===== config.mk =====
export PLATFORM = sky130hd
export DESIGN_NAME = fir_mac_sequencer
export DESIGN_NICKNAME = d
export VERILOG_FILES = /design/src/rtl/fir_pkg.sv /design/src/rtl/fir_delay_line.sv /design/src/rtl/fir_mac_sequencer.sv
export SDC_FILE = /design/constraint.sdc
export NUM_CORES = 1
export LEC_CHECK = 0
export CORE_AREA = 2 2 283 425
export CTS_CLUSTER_SIZE = 10
export DETAILED_ROUTE_END_ITERATION = 8
export DIE_AREA = 0 0 285 427
export GPL_TIMING_DRIVEN = 0
export PLACE_DENSITY = 0.47
export SLEW_MARGIN = 40
export SYNTH_ARGS = -nofsm -noshare
export SYNTH_HDL_FRONTEND = slang
export SYNTH_SLANG_ARGS = --single-unit
export TNS_END_PERCENT = 50

===== constraint.sdc =====
create_clock -name clk_i -period 2.99 [get_ports clk_i]
set_input_delay 0.7475 -clock clk_i [delete_from_list [all_inputs] [get_ports clk_i]]
set_output_delay 0.7475 -clock clk_i [all_outputs]
set_load 0.02 [all_outputs]

===== src/rtl/fir_pkg.sv =====
// Shared definitions for the FIR MAC sequencer: ALU op codes, FSM states, clog2.
package fir_pkg;

    localparam logic [1:0] OP_MUL = 2'b00;
    localparam logic [1:0] OP_ADD = 2'b01;
    localparam logic [1:0] OP_SUB = 2'b10;

    typedef enum logic [1:0] {
        S_IDLE  = 2'b00,
        S_ISSUE = 2'b01,
        S_DRAIN = 2'b10,
        S_OUT   = 2'b11
    } state_e;

    // Number of bits needed to index n entries (n >= 2).
    function automatic int clog2(input int n);
        int r;
        r = 0;
        for (int v = n - 1; v > 0; v = v >> 1) r++;
        return r;
    endfunction

endpackage


===== src/rtl/fir_delay_line.sv =====
// Circular sample buffer: a push advances head and writes the newest sample
// there; the read port returns the sample k steps older than head.
module fir_delay_line import fir_pkg::*; #(
    parameter int NTAPS  = 16,
    parameter int DATA_W = 16,
    localparam int AW    = clog2(NTAPS)
) (
    input  logic              clk_i,
    input  logic              clr_i,
    input  logic              push_i,
    input  logic [DATA_W-1:0] data_i,
    input  logic [AW-1:0]     k_i,
    output logic [DATA_W-1:0] data_o
);

    logic [AW-1:0]     head_q, head_d;
    logic [AW-1:0]     idx;
    logic [DATA_W-1:0] dl_q [NTAPS];

    // Next head, wrapping explicitly so NTAPS need not be a power of two.
    always_comb begin
        head_d = (head_q == AW'(NTAPS - 1)) ? '0 : head_q + AW'(1);
    end

    // Read index (head - k) mod NTAPS; the final value is always < NTAPS,
    // so modulo-2^AW intermediate arithmetic is exact.
    always_comb begin
        if (head_q >= k_i) idx = head_q - k_i;
        else               idx = head_q + AW'(NTAPS) - k_i;
    end

    assign data_o = dl_q[idx];

    // Storage and head pointer, cleared synchronously.
    always_ff @(posedge clk_i) begin
        if (clr_i) begin
            head_q <= '0;
            for (int i = 0; i < NTAPS; i++) dl_q[i] <= '0;
        end else if (push_i) begin
            head_q         <= head_d;
            dl_q[head_d]   <= data_i;
        end
    end

endmodule


===== src/rtl/fir_mac_sequencer.sv =====
// Time-multiplexed FIR controller: per accepted sample it issues NTAPS
// multiplies to a shared ALU, accumulates the returning products and
// presents the sum on a valid/ready output.
module fir_mac_sequencer import fir_pkg::*; #(
    parameter int NTAPS   = 16,
    parameter int DATA_W  = 16,
    parameter int ALU_LAT = 1,
    parameter int ACC_W   = 40,
    localparam int AW     = clog2(NTAPS)
) (
    input  logic              clk_i,
    input  logic              rst_i,
    input  logic              in_valid_i,
    output logic              in_ready_o,
    input  logic [DATA_W-1:0] in_data_i,
    output logic              out_valid_o,
    input  logic              out_ready_i,
    output logic [ACC_W-1:0]  out_data_o,
    input  logic              coef_we_i,
    input  logic [AW-1:0]     coef_addr_i,
    input  logic [DATA_W-1:0] coef_data_i,
    output logic              busy_o,
    output logic [1:0]        alu_op_o,
    output logic [DATA_W-1:0] alu_a_o,
    output logic [DATA_W-1:0] alu_b_o,
    input  logic [31:0]       alu_result_i
);

    // Tag pipe output bit; the product for that tag is on alu_result_i now.
    localparam logic [ALU_LAT-1:0] TAG_LAST = ALU_LAT'(1) << (ALU_LAT - 1);
    localparam logic [AW-1:0]      K_LAST   = AW'(NTAPS - 1);

    state_e             state_q, state_d;
    logic [AW-1:0]      k_q, k_d;
    logic [ALU_LAT-1:0] tag_q;
    logic [ACC_W-1:0]   acc_q;
    logic [DATA_W-1:0]  coef_q [NTAPS];
    logic [DATA_W-1:0]  tap_sample;
    logic [ACC_W-1:0]   product_ext;
    logic               accept, issue, coef_wr;

    fir_delay_line #(
        .NTAPS  (NTAPS),
        .DATA_W (DATA_W)
    ) u_dl (
        .clk_i  (clk_i),
        .clr_i  (rst_i),
        .push_i (accept),
        .data_i (in_data_i),
        .k_i    (k_q),
        .data_o (tap_sample)
    );

    assign product_ext = {{(ACC_W - 32){alu_result_i[31]}}, alu_result_i};

    // Next state, tap counter and all block outputs; idle operands by default.
    always_comb begin
        state_d     = state_q;
        k_d         = k_q;
        in_ready_o  = 1'b0;
        out_valid_o = 1'b0;
        out_data_o  = '0;
        busy_o      = 1'b1;
        alu_op_o    = OP_MUL;
        alu_a_o     = '0;
        alu_b_o     = '0;
        accept      = 1'b0;
        issue       = 1'b0;
        coef_wr     = 1'b0;
        unique case (state_q)
            S_IDLE: begin
                busy_o     = 1'b0;
                in_ready_o = 1'b1;
                coef_wr    = coef_we_i;
                if (in_valid_i) begin
                    accept  = 1'b1;
                    k_d     = '0;
                    state_d = S_ISSUE;
                end
            end
            S_ISSUE: begin
                issue   = 1'b1;
                alu_a_o = tap_sample;
                alu_b_o = coef_q[k_q];
                if (k_q == K_LAST) state_d = S_DRAIN;
                else               k_d     = k_q + AW'(1);
            end
            S_DRAIN: begin
                // Only the product being added this cycle may remain in flight.
                if ((tag_q & ~TAG_LAST) == '0) state_d = S_OUT;
            end
            S_OUT: begin
                out_valid_o = 1'b1;
                out_data_o  = acc_q;
                if (out_ready_i) state_d = S_IDLE;
            end
            default: state_d = S_IDLE;
        endcase
    end

    // State, tap counter and tag pipe (one tag per issued multiply).
    always_ff @(posedge clk_i) begin
        if (rst_i) begin
            state_q <= S_IDLE;
            k_q     <= '0;
            tag_q   <= '0;
        end else begin
            state_q <= state_d;
            k_q     <= k_d;
            tag_q   <= (tag_q << 1) | ALU_LAT'(issue);
        end
    end

    // Accumulator: cleared on accept, adds each tagged product with wrap.
    always_ff @(posedge clk_i) begin
        if (rst_i)                   acc_q <= '0;
        else if (accept)             acc_q <= '0;
        else if (tag_q[ALU_LAT - 1]) acc_q <= acc_q + product_ext;
    end

    // Coefficient bank; writes land only in IDLE, ahead of a same-cycle accept.
    always_ff @(posedge clk_i) begin
        if (rst_i) begin
            for (int i = 0; i < NTAPS; i++) coef_q[i] <= '0;
        end else if (coef_wr && ({1'b0, coef_addr_i} < (AW + 1)'(NTAPS))) begin
            coef_q[coef_addr_i] <= coef_data_i;
        end
    end

endmodule


==> results.sh, run 1 <==
export IMPL_number_of_i_o_port_buffers=147
export IMPL_violations="setup timing"
export IMPL_leading_area_contributor_after_synthesis="sky130_fd_sc_hd__edfxtp_1"
export IMPL_final_max_slew_viol_count=0
export IMPL_largest_net_degree_at_the_start_of_global_routing=17
export IMPL_worstSetupEndpoint="alu_a_o[3]"
export IMPL_top_signal_layer_used="met5"
export IMPL_yosys_warnings=0
export IMPL_register_area_share_after_synthesis_pct=58.4
export IMPL_leakagePower_nw=12.9
export IMPL_diodes=0
export IMPL_remaining_drc_errors=0
export IMPL_endpoints_failing_setup=39
export IMPL_die_area_um2=122000
export IMPL_cp_end_kind="primary output"
export IMPL_synth_compound_gate_area_share_pct=4.52
export IMPL_critical_path_reg2reg_startpoint="state_q[1]"
export IMPL_detailroute_wirelength_met3_um=2970
export IMPL_grt_antenna_before_repair=3
export IMPL_synth_enable_flop_cells=512
export IMPL_area_growth_pct=24.4
export IMPL_power_per_cell_area_nw_per_um2=703
export IMPL_fin_crit_ns=3.80
export IMPL_post_route_cells_drive_above_1_share_pct=22.6
export IMPL_cap_viol_max_count=0
export IMPL_worstSetupPathType="reg -> out"
export IMPL_dr_wl_met2_um=46700
export IMPL_timing_final_hold_violations=0
export IMPL_slew_limit_headroom_pct=46.1
export IMPL_detailedPlacementHpwl_um=60600
export IMPL_postSynthAreaPerCell_um2=13.3
export IMPL_area_sequential_um2=16500
export IMPL_switching_share_pct=31.1
export IMPL_synthesized_instance_count=2127
export IMPL_cts_hold_repair_buffers=0
export IMPL_r2r_slack_ns=-0.02
export IMPL_globalRoute_totalOverflow=0
export IMPL_yosysTopAreaCellShare_pct=54.5
export IMPL_detailedPlace_worstSlack_ns=-1.36
export IMPL_routed_length_per_instance_um=21.2
export IMPL_yosys_cell_types_count=67
export IMPL_cts_max_path_bufs=3
export IMPL_drt_met1_wl_um=32600
export IMPL_clk_transition_reported_paths_ns=0.06
export IMPL_timing_final_ws_setup_ns=-0.809
export IMPL_drt_total_wl_um=84400
export IMPL_fin_area_um2=35100
export IMPL_area_of_the_mapped_netlist_um2=28200
export IMPL_grt_pass1_wl_um=126000
export IMPL_regToRegEndpoint="coef_q[0][9]"
export IMPL_layout_cells_most_common="sky130_fd_sc_hd__and2_1"
export IMPL_final_cell_mix="553 x sky130_fd_sc_hd__and2_1, 512 x sky130_fd_sc_hd__edfxtp_1, 144 x sky130_fd_sc_hd__mux4_2, 106 x sky130_fd_sc_hd__nand2_1, 93 x sky130_fd_sc_hd__clkbuf_1"
export IMPL_worstSetupStartpoint="u_dl.head_q[0]"
export IMPL_clk_latency_ns=0.64
export IMPL_switching_power_mw=7.67
export IMPL_die_width_um=285
export IMPL_worst_setup_path_start_kind="register"
export IMPL_die_height_um=427
export IMPL_largest_family_of_logic_cells_by_synthesized_area="simple AND/OR/NAND/NOR gates"
export IMPL_synthAdderAreaFrac_pct=2.45
export IMPL_combinationalPowerShare_pct=32.3
export IMPL_p_clk_share_pct=30.1
export IMPL_peakVddDrop_mv=0.439
export IMPL_routed_via_density=4.47
export IMPL_dominantRegCellSynth="sky130_fd_sc_hd__edfxtp_1"
export IMPL_placed_cell_area_um2=31700
export IMPL_cts_sinks=567
export IMPL_drt_pre_antenna_iters=5
export IMPL_first_global_vias=19200
export IMPL_crit_path_max_fanout=5
export IMPL_cts_htree_levels=3
export IMPL_via_count=17800
export IMPL_ys_top_cells_by_area="sky130_fd_sc_hd__edfxtp_1 55%, sky130_fd_sc_hd__and2_1 13%, sky130_fd_sc_hd__mux4_2 11%, sky130_fd_sc_hd__dfxtp_1 3.9%, sky130_fd_sc_hd__ha_1 2.3%"
export IMPL_floorplan_core_area_um2=118000
export IMPL_core_rowCount=155
export IMPL_worst_r2r_path_depth=8
export IMPL_yosys_area_share_simple_pct=19.1
export IMPL_drtAntennaViolNets=0
export IMPL_floorplan_io_pins=150
export IMPL_ys_seq_elements=567
export IMPL_multiplexer_share_of_the_synthesized_area_pct=12.2
export IMPL_worst_endpoint_required_ns=2.24
export IMPL_skew_ns=0.0350
export IMPL_initialDrtViolationCount=1189
export IMPL_total_nets_final=2512
export IMPL_grt_total_usage_pct=13.9
export IMPL_cts_buffers=67
export IMPL_post_route_period_util_pct=127
export IMPL_asr_flop_ratio_synth_pct=0
export IMPL_status="complete, but fails checks"
export IMPL_gp_congestion=0.814
export IMPL_hold_crit_path_type="reg -> reg"
export IMPL_top_achievable_clock_speed_mhz=263
export IMPL_n_fill_cell=12100
export IMPL_pwr_share_seq_pct=37.7
export IMPL_initial_utilization_pct=23.8
export IMPL_multi_input_gate_area_in_the_final_layout_um2=11700
export IMPL_cellInternalPower_mw=17.0
export IMPL_clock_tree_from_tritoncts="done"
export IMPL_rsz0062_at_grt="yes"
export IMPL_timing_critical_path_arrival_ns=3.05
export IMPL_final_hold_worst_slack_ns=0.459
export IMPL_tightestPinTransition_ns=0.809
export IMPL_clock_tree_root_cell="sky130_fd_sc_hd__clkbuf_16"
export IMPL_synth_xor_xnor_area_share_pct=0.931
==> sequential cells by signal, summed over array words and instances (netlist names), named ones only <==
name	count
tag_q	1
u_dl.dl_q	256
coef_q	256
k_q	4
u_dl.head_q	4
acc_q	40
state_q	2
==> worst min-delay path by stage <==
stage / from / endpoint / slack, ns / depth (start not counted)
floorplan: acc_q[39] / acc_q[39] / 0.43 / 2
global placement: acc_q[39] / acc_q[39] / 0.45 / 2
detailed placement: acc_q[39] / acc_q[39] / 0.46 / 2
CTS: acc_q[39] / acc_q[39] / 0.47 / 2
global route: acc_q[39] / acc_q[39] / 0.51 / 2
finish: acc_q[39] / acc_q[39] / 0.46 / 2
==> timing repair <==
action / CTS / global route
buffers inserted: 32 / 21
cloned: 10 / 1
pin swaps: 44 / 34
resized for setup: 451 / 126
endpoints found under the setup margin: 513 / 529
hold endpoints to repair: 0 / 0
==> power groups by stage <==
| stage | clock network, mW | logic [mW] | registers, mW |
|---|---|---|---|
| after CTS | 7.62 | 8.08 | 9.29 |
| final | 7.42 | 7.96 | 9.30 |
| after detailed placement | 0 | 6.49 | 9.44 |
| after global routing | 7.90 | 8.52 | 9.34 |
| after global placement | 0 | 6.43 | 9.41 |
| after floorplan | 0 | 4.19 | 9.35 |
==> worst max-delay path, stage by stage, from the launching register on <==
cell and delay [ns]:
sky130_fd_sc_hd__dfxtp_4 0.36, sky130_fd_sc_hd__inv_4 0.04, sky130_fd_sc_hd__ha_4 0.15, sky130_fd_sc_hd__fa_2 0.56, sky130_fd_sc_hd__clkbuf_16 0.16, sky130_fd_sc_hd__buf_12 0.14
sky130_fd_sc_hd__buf_12 0.13, sky130_fd_sc_hd__mux4_2 0.30, sky130_fd_sc_hd__nand2_1 0.08, sky130_fd_sc_hd__nand3b_1 0.11, sky130_fd_sc_hd__and3_4 0.23, sky130_fd_sc_hd__buf_6 0.14
==> metrics by stage <==
step	setup TNS, ns	instances	power (mW)	util [%]
after floorplan	-0.0349	2128	13.5	-
after global placement	-446.28	3845	15.8	26.8
after detailed placement	-429.48	3845	15.9	26.8
after CTS	-24.48	3975	25.0	29.4
after global routing	-24.97	3977	25.8	29.7
final	-21.04	3977	24.7	29.7
==> cell type report <==
type / instances / area share (%)
inverter: 24 / 0.264
timing repair buffer: 200 / 6.15
sequential: 567 / 47.0
clock buffer: 82 / 4.94
buffer: 138 / 2.43
clock inverter: 9 / 0.360
multi-input combinational: 1387 / 33.3
tap: 1570 / 5.60
==> Yosys cell counts, drive strengths merged (6+ instances only) <==
cell type	number
and2	569
edfxtp	512
mux4	144
clkbuf	127
nand2	117
nor2	88
a21oi	61
dfxtp	55
ha	52
nand3	43
or2	34
o21ai	27
a21o	26
inv	24
buf	23
and3	21
xnor2	20
mux2i	19
nand3b	17
nor3	16
nand4	15
a31oi	13
xor2	10
a211oi	8
nand2b	8
nor2b	8
o211ai	6
o31ai	6
or3	6
==> logic make-up (layout without fill, tap and decap cells) <==
kind of cell | count (synthesis) | in the layout
AND/OR/NAND/NOR | 950 | 950
other | 1 | 2
buffers and inverters | 174 | 453
multiplexers | 163 | 163
flip-flops | 567 | 567
adder cells (fa/ha/maj) | 54 | 54
XOR/XNOR | 30 | 30
AO/OA/AOI/OAI | 188 | 188
==> layer usage <==
layer / vias up / GRT usage, %
li1: 8249 / -
met1: 9030 / 15.5
met2: 401 / 26.8
met3: 107 / 2.04
met4: 2 / 4.40
met5: - / 0
Power figures use the tool's default switching activity.
==> run 2: changes to the inputs <==
--- a/config.mk
+++ b/config.mk
@@ -5,12 +5,13 @@
 export SDC_FILE = /design/constraint.sdc
 export NUM_CORES = 1
 export LEC_CHECK = 0
-export CORE_AREA = 2 2 283 425
+export CORE_AREA = 2 2 220 331
 export CTS_CLUSTER_SIZE = 10
 export DETAILED_ROUTE_END_ITERATION = 8
-export DIE_AREA = 0 0 285 427
+export DIE_AREA = 0 0 222 333
 export GPL_TIMING_DRIVEN = 0
-export PLACE_DENSITY = 0.47
+export PLACE_DENSITY = 0.66
+export SKIP_CTS_REPAIR_TIMING = 1
 export SLEW_MARGIN = 40
 export SYNTH_ARGS = -nofsm -noshare
 export SYNTH_HDL_FRONTEND = slang
==> run 2 against run 1 <==
- the run still ends with setup timing left
- die area is 39% lower
- setup slack worse by 0.0045 ns
- global-route usage is 5.9 points higher
- non-clock buffer count is 8 lower
- combinational power is 6.7% lower
- critical path depth is 1 lower
- sequential power hardly changed
- core utilization is 18 points higher
- hold slack better by 0.012 ns
- clock power is 1% higher
- highest routed layer unchanged
==> results.sh, run 2 (synthesis results as in run 1) <==
export IMPL_status="complete, but fails checks"
export IMPL_violations="setup timing"
export IMPL_cts_sinks=567
export IMPL_switching_power_mw=7.33
export IMPL_initialDrtViolationCount=1205
export IMPL_pwr_share_seq_pct=38.4
export IMPL_cts_max_path_bufs=3
export IMPL_core_rowCount=120
export IMPL_clock_tree_from_tritoncts="done"
export IMPL_via_count=17800
export IMPL_total_nets_final=2505
export IMPL_detailedPlacementHpwl_um=53800
export IMPL_skew_ns=0.0218
export IMPL_cts_buffers=68
export IMPL_rsz0062_at_grt="yes"
export IMPL_floorplan_io_pins=150
export IMPL_first_global_vias=18600
export IMPL_peakVddDrop_mv=0.485
export IMPL_finish_utilization_pct=48.1
export IMPL_power_per_cell_area_nw_per_um2=710
export IMPL_hold_crit_path_type="reg -> reg"
export IMPL_worst_setup_path_start_kind="register"
export IMPL_remaining_drc_errors=0
export IMPL_drt_total_wl_um=74500
export IMPL_die_width_um=222
export IMPL_tightestPinTransition_ns=0.859
export IMPL_clk_transition_reported_paths_ns=0.06
export IMPL_clock_tree_root_cell="sky130_fd_sc_hd__clkbuf_16"
export IMPL_switching_share_pct=30.2
export IMPL_timing_final_ws_setup_ns=-0.813
export IMPL_n_fill_cell=6242
export IMPL_worst_endpoint_required_ns=2.24
export IMPL_cellInternalPower_mw=16.9
export IMPL_gp_congestion=0.926
export IMPL_drtAntennaViolNets=0
export IMPL_floorplan_core_area_um2=71000
export IMPL_routed_via_density=5.35
export IMPL_post_route_cells_drive_above_1_share_pct=20.1
export IMPL_final_cell_mix="554 x sky130_fd_sc_hd__and2_1, 512 x sky130_fd_sc_hd__edfxtp_1, 144 x sky130_fd_sc_hd__mux4_2, 110 x sky130_fd_sc_hd__clkbuf_1, 106 x sky130_fd_sc_hd__nand2_1"
export IMPL_clk_latency_ns=0.63
export IMPL_globalRoute_totalOverflow=0
export IMPL_p_clk_share_pct=31.0
export IMPL_leakagePower_nw=13.3
export IMPL_cp_end_kind="primary output"
export IMPL_final_max_slew_viol_count=0
export IMPL_slew_limit_headroom_pct=42.8
export IMPL_layout_cells_most_common="sky130_fd_sc_hd__and2_1"
export IMPL_reg_top3="coef_q x256, u_dl.dl_q x256, acc_q x40"
export IMPL_post_route_period_util_pct=127
export IMPL_grt_total_usage_pct=19.8
export IMPL_routed_length_per_instance_um=22.4
export IMPL_die_height_um=333
export IMPL_worstSetupPathType="reg -> out"
export IMPL_initial_utilization_pct=39.7
export IMPL_grt_pass1_wl_um=110000
export IMPL_cap_viol_max_count=0
export IMPL_grt_antenna_before_repair=4
export IMPL_crit_path_max_fanout=10
export IMPL_combinationalPowerShare_pct=30.6
export IMPL_cts_htree_levels=3
export IMPL_dpl_cell_count=3190
export IMPL_endpoints_failing_setup=32
export IMPL_final_hold_worst_slack_ns=0.472
export IMPL_area_growth_pct=21.1
export IMPL_area_sequential_um2=16500
export IMPL_finalNonFillerCells=3322
export IMPL_number_of_i_o_port_buffers=147
export IMPL_fin_crit_ns=3.80
export IMPL_timing_final_hold_violations=0
export IMPL_die_area_um2=73900
export IMPL_largest_net_degree_at_the_start_of_global_routing=17
export IMPL_drt_pre_antenna_iters=5
export IMPL_multi_input_gate_area_in_the_final_layout_um2=11500
export IMPL_top_achievable_clock_speed_mhz=263
export IMPL_timing_critical_path_arrival_ns=3.06
[run 2: worst max-delay path, cell delays in order, from the launching register on]
cell and delay, ns:
sky130_fd_sc_hd__dfxtp_4 0.39, sky130_fd_sc_hd__inv_4 0.06, sky130_fd_sc_hd__ha_4 0.16, sky130_fd_sc_hd__fa_2 0.61, sky130_fd_sc_hd__buf_12 0.19, sky130_fd_sc_hd__buf_12 0.16
sky130_fd_sc_hd__mux4_2 0.32, sky130_fd_sc_hd__nand2_2 0.10, sky130_fd_sc_hd__nand3b_1 0.08, sky130_fd_sc_hd__and3_4 0.20, sky130_fd_sc_hd__buf_4 0.16
[run 2: per-layer routing]
layer / GRT usage, % / part of all wire, % / vias to the layer above
met3: 2.77 / 4.4 / 155
met4: 9.47 / 4.6 / 2
met2: 37.6 / 55 / 506
met1: 21.5 / 36 / 8868
li1: - / - / 8255
met5: 0 / 0.023 / -
[run 2: through the flow]
stage               power, mW  setup TNS (ns)  setup WS (ns)  cell area, um^2
floorplan                13.5         -0.0349        -0.0349            28300
global placement         15.6         -398.42          -1.30            30900
detailed placement       15.7         -415.16          -1.27            30900
CTS                      23.2         -104.88          -1.95            32900
global route             25.2          -23.84         -0.871            34200
finish                   24.3          -20.17         -0.813            34200
[run 2: final timing paths]
check,start,to,slack (ns),cells past startpoint
worst max register to register,state_q[1],coef_q[0][13],0.09,7
worst min register to register,acc_q[39],acc_q[39],0.47,2
worst min-delay path,acc_q[39],acc_q[39],0.47,2
worst max-delay path,u_dl.head_q[0],alu_a_o[14],-0.81,10
[run 2: layout make-up]
cell class / instances / share of cell area, %
Antenna cell: 4 / 0.0293
Multi-Input combinational cell: 1387 / 33.7
Inverter: 24 / 0.271
Timing Repair Buffer: 182 / 6.01
Sequential cell: 567 / 48.3
Clock inverter: 10 / 0.516
Tap cell: 915 / 3.35
Clock buffer: 85 / 5.29
Buffer: 148 / 2.63
[run 2: power groups by stage]
stage / sequential [mW] / clock, mW / combinational (mW)
detailed placement: 9.44 / 0 / 6.25
finish: 9.30 / 7.52 / 7.43
global placement: 9.40 / 0 / 6.19
global route: 9.34 / 7.93 / 7.90
CTS: 9.28 / 7.65 / 6.29
floorplan: 9.35 / 0 / 4.19
==> run 3: changes to the inputs <==
--- a/config.mk
+++ b/config.mk
@@ -10,10 +10,9 @@
 export DETAILED_ROUTE_END_ITERATION = 8
 export DIE_AREA = 0 0 222 333
 export GPL_TIMING_DRIVEN = 0
-export PLACE_DENSITY = 0.66
 export SKIP_CTS_REPAIR_TIMING = 1
 export SLEW_MARGIN = 40
 export SYNTH_ARGS = -nofsm -noshare
 export SYNTH_HDL_FRONTEND = slang
 export SYNTH_SLANG_ARGS = --single-unit
-export TNS_END_PERCENT = 50
+export TNS_END_PERCENT = 20
==> run 3 against run 2 <==
- the flow still finishes with violations (setup timing)
- cell area about the same
- count of clock-buffer cells in the layout stayed put
- core utilization about the same
- largest cell class unchanged
- critical path depth is the same
- clock power is 0.8% lower
- sequential share of layout area about the same
- clock skew increased by 0.0026 ns
- global-route usage grew 1.2 points
- via count is 0.11% higher
- sequential power about the same
==> results.sh, run 3 (synthesis results as in run 1) <==
export IMPL_status="complete, but fails checks"
export IMPL_violations="setup timing"
export IMPL_tightestPinTransition_ns=0.816
export IMPL_use_met3_pct=3.41
export IMPL_globalRoute_totalOverflow=0
export IMPL_fin_crit_ns=3.86
export IMPL_drtAntennaViolNets=0
export IMPL_cts_max_path_bufs=3
export IMPL_n_fill_cell=6340
export IMPL_drt_total_wl_um=78400
export IMPL_cp_end_kind="primary output"
export IMPL_total_nets_final=2505
export IMPL_timing_final_ws_setup_ns=-0.868
export IMPL_grt_antenna_before_repair=5
export IMPL_peakVddDrop_mv=0.420
export IMPL_die_area_um2=73900
export IMPL_routed_via_density=5.36
export IMPL_area_growth_pct=21.1
export IMPL_clk_latency_ns=0.62
export IMPL_cts_sinks=567
export IMPL_reg_top3="coef_q x256, u_dl.dl_q x256, acc_q x40"
export IMPL_skew_ns=0.0244
export IMPL_grt_util_met2_pct=39.1
export IMPL_leakagePower_nw=13.2
export IMPL_grt_busiest_layer="met2"
export IMPL_layout_cells_most_common="sky130_fd_sc_hd__and2_1"
export IMPL_final_cell_mix="553 x sky130_fd_sc_hd__and2_1, 512 x sky130_fd_sc_hd__edfxtp_1, 144 x sky130_fd_sc_hd__mux4_2, 109 x sky130_fd_sc_hd__clkbuf_1, 103 x sky130_fd_sc_hd__nand2_1"
export IMPL_post_route_cells_drive_above_1_share_pct=20.4
export IMPL_timing_final_hold_violations=0
export IMPL_rsz0062_at_grt="yes"
export IMPL_placed_cell_area_um2=30900
export IMPL_initialDrtViolationCount=1110
export IMPL_startpoint_of_the_lowest_slack_hold_path="acc_q[39]"
export IMPL_hold_path_cells=2
export IMPL_clock_tree_root_cell="sky130_fd_sc_hd__clkbuf_16"
export IMPL_detailedPlacementHpwl_um=55300
export IMPL_drt_pre_antenna_iters=5
export IMPL_via_count=17800
export IMPL_remaining_drc_errors=0
export IMPL_cts_buffers=68
export IMPL_worst_setup_path_start_kind="register"
export IMPL_timing_critical_path_arrival_ns=3.11
export IMPL_floorplan_core_area_um2=71000
export IMPL_grt_pass1_wl_um=116000
export IMPL_final_max_slew_viol_count=0
export IMPL_gp_congestion=0.885
export IMPL_finish_utilization_pct=48.1
export IMPL_clock_tree_from_tritoncts="done"
export IMPL_top_achievable_clock_speed_mhz=259
export IMPL_core_rowCount=120
export IMPL_hold_crit_path_type="reg -> reg"
export IMPL_endpoints_failing_setup=44
export IMPL_worst_r2r_path_depth=8
export IMPL_critical_path_reg2reg_startpoint="state_q[1]"
export IMPL_cts_htree_levels=3
export IMPL_clk_transition_reported_paths_ns=0.06
export IMPL_die_height_um=333
export IMPL_first_global_vias=19000
export IMPL_use_met1_pct=22.8
export IMPL_number_of_i_o_port_buffers=147
export IMPL_grt_total_usage_pct=21.0
export IMPL_largest_net_degree_at_the_start_of_global_routing=17
export IMPL_die_width_um=222
export IMPL_cap_viol_max_count=0
export IMPL_r2r_slack_ns=0.11
export IMPL_floorplan_io_pins=150
export IMPL_routed_length_per_instance_um=23.6
export IMPL_initial_utilization_pct=39.7
export IMPL_power_per_cell_area_nw_per_um2=715
export IMPL_slew_limit_headroom_pct=45.6
export IMPL_regToRegEndpoint="coef_q[8][14]"
export IMPL_worst_endpoint_required_ns=2.24
export IMPL_diodes=0
export IMPL_fin_area_um2=34200
export IMPL_worst_hold_path_endpoint="acc_q[39]"
export IMPL_crit_path_max_fanout=10
export IMPL_post_route_period_util_pct=129
export IMPL_worstSetupPathType="reg -> out"
run 3: final cells by class:
class / count / area (um^2) / share of cell area (%)
Tap cell: 915 / 1140 / 3.35
Timing Repair Buffer: 181 / 2100 / 6.16
Inverter: 24 / 92.6 / 0.271
Clock inverter: 11 / 130 / 0.381
Buffer: 149 / 922 / 2.70
Multi-Input combinational cell: 1387 / 11500 / 33.6
Sequential cell: 567 / 16500 / 48.3
Clock buffer: 85 / 1790 / 5.23
run 3: power breakdown:
group,switching (mW),total [mW],internal (mW)
combinational,3.97,7.66,3.69
clock,3.25,7.46,4.21
sequential,0.211,9.30,9.09
run 3: how the worst max path moves through the flow:
stage,startpoint,end,depth (start not counted)
2_1_floorplan,alu_result_i[0],acc_q[38],10
3_3_place_gp,u_dl.head_q[0],alu_a_o[13],9
3_5_place_dp,u_dl.head_q[0],alu_a_o[13],9
4_1_cts,u_dl.head_q[0],alu_a_o[13],9
5_1_grt,u_dl.head_q[0],alu_a_o[8],10
6_report,u_dl.head_q[0],alu_a_o[14],10
run 3: critical path, stage by stage (launching register included):
cell and delay, ns:
sky130_fd_sc_hd__dfxtp_4 0.39, sky130_fd_sc_hd__inv_4 0.06, sky130_fd_sc_hd__ha_4 0.16, sky130_fd_sc_hd__fa_2 0.67
sky130_fd_sc_hd__buf_12 0.20, sky130_fd_sc_hd__buf_12 0.16, sky130_fd_sc_hd__mux4_2 0.30, sky130_fd_sc_hd__nand2_1 0.08
sky130_fd_sc_hd__nand3b_1 0.09, sky130_fd_sc_hd__and3_1 0.22, sky130_fd_sc_hd__clkbuf_2 0.16
run 3: routing by layer:
| layer | share of wire, % | wire, um |
|---|---|---|
| met2 | 54 | 42500 |
| met5 | 0.045 | 35 |
| met1 | 36 | 28300 |
| met3 | 4.4 | 3480 |
| met4 | 5.2 | 4080 |
run 3: metrics by stage:
| stage | instances | setup WS, ns | total power [mW] | hold slack [ns] | setup TNS (ns) |
|---|---|---|---|---|---|
| 2_1_floorplan | 2128 | -0.0349 | 13.5 | 0.435 | -0.0349 |
| 3_3_place_gp | 3190 | -1.21 | 15.6 | 0.443 | -379.41 |
| 3_5_place_dp | 3190 | -1.24 | 15.7 | 0.451 | -372.84 |
| 4_1_cts | 3286 | -1.92 | 23.2 | 0.462 | -140.71 |
| 5_1_grt | 3319 | -0.944 | 25.4 | 0.501 | -28.53 |
| 6_report | 3319 | -0.868 | 24.4 | 0.463 | -21.59 |
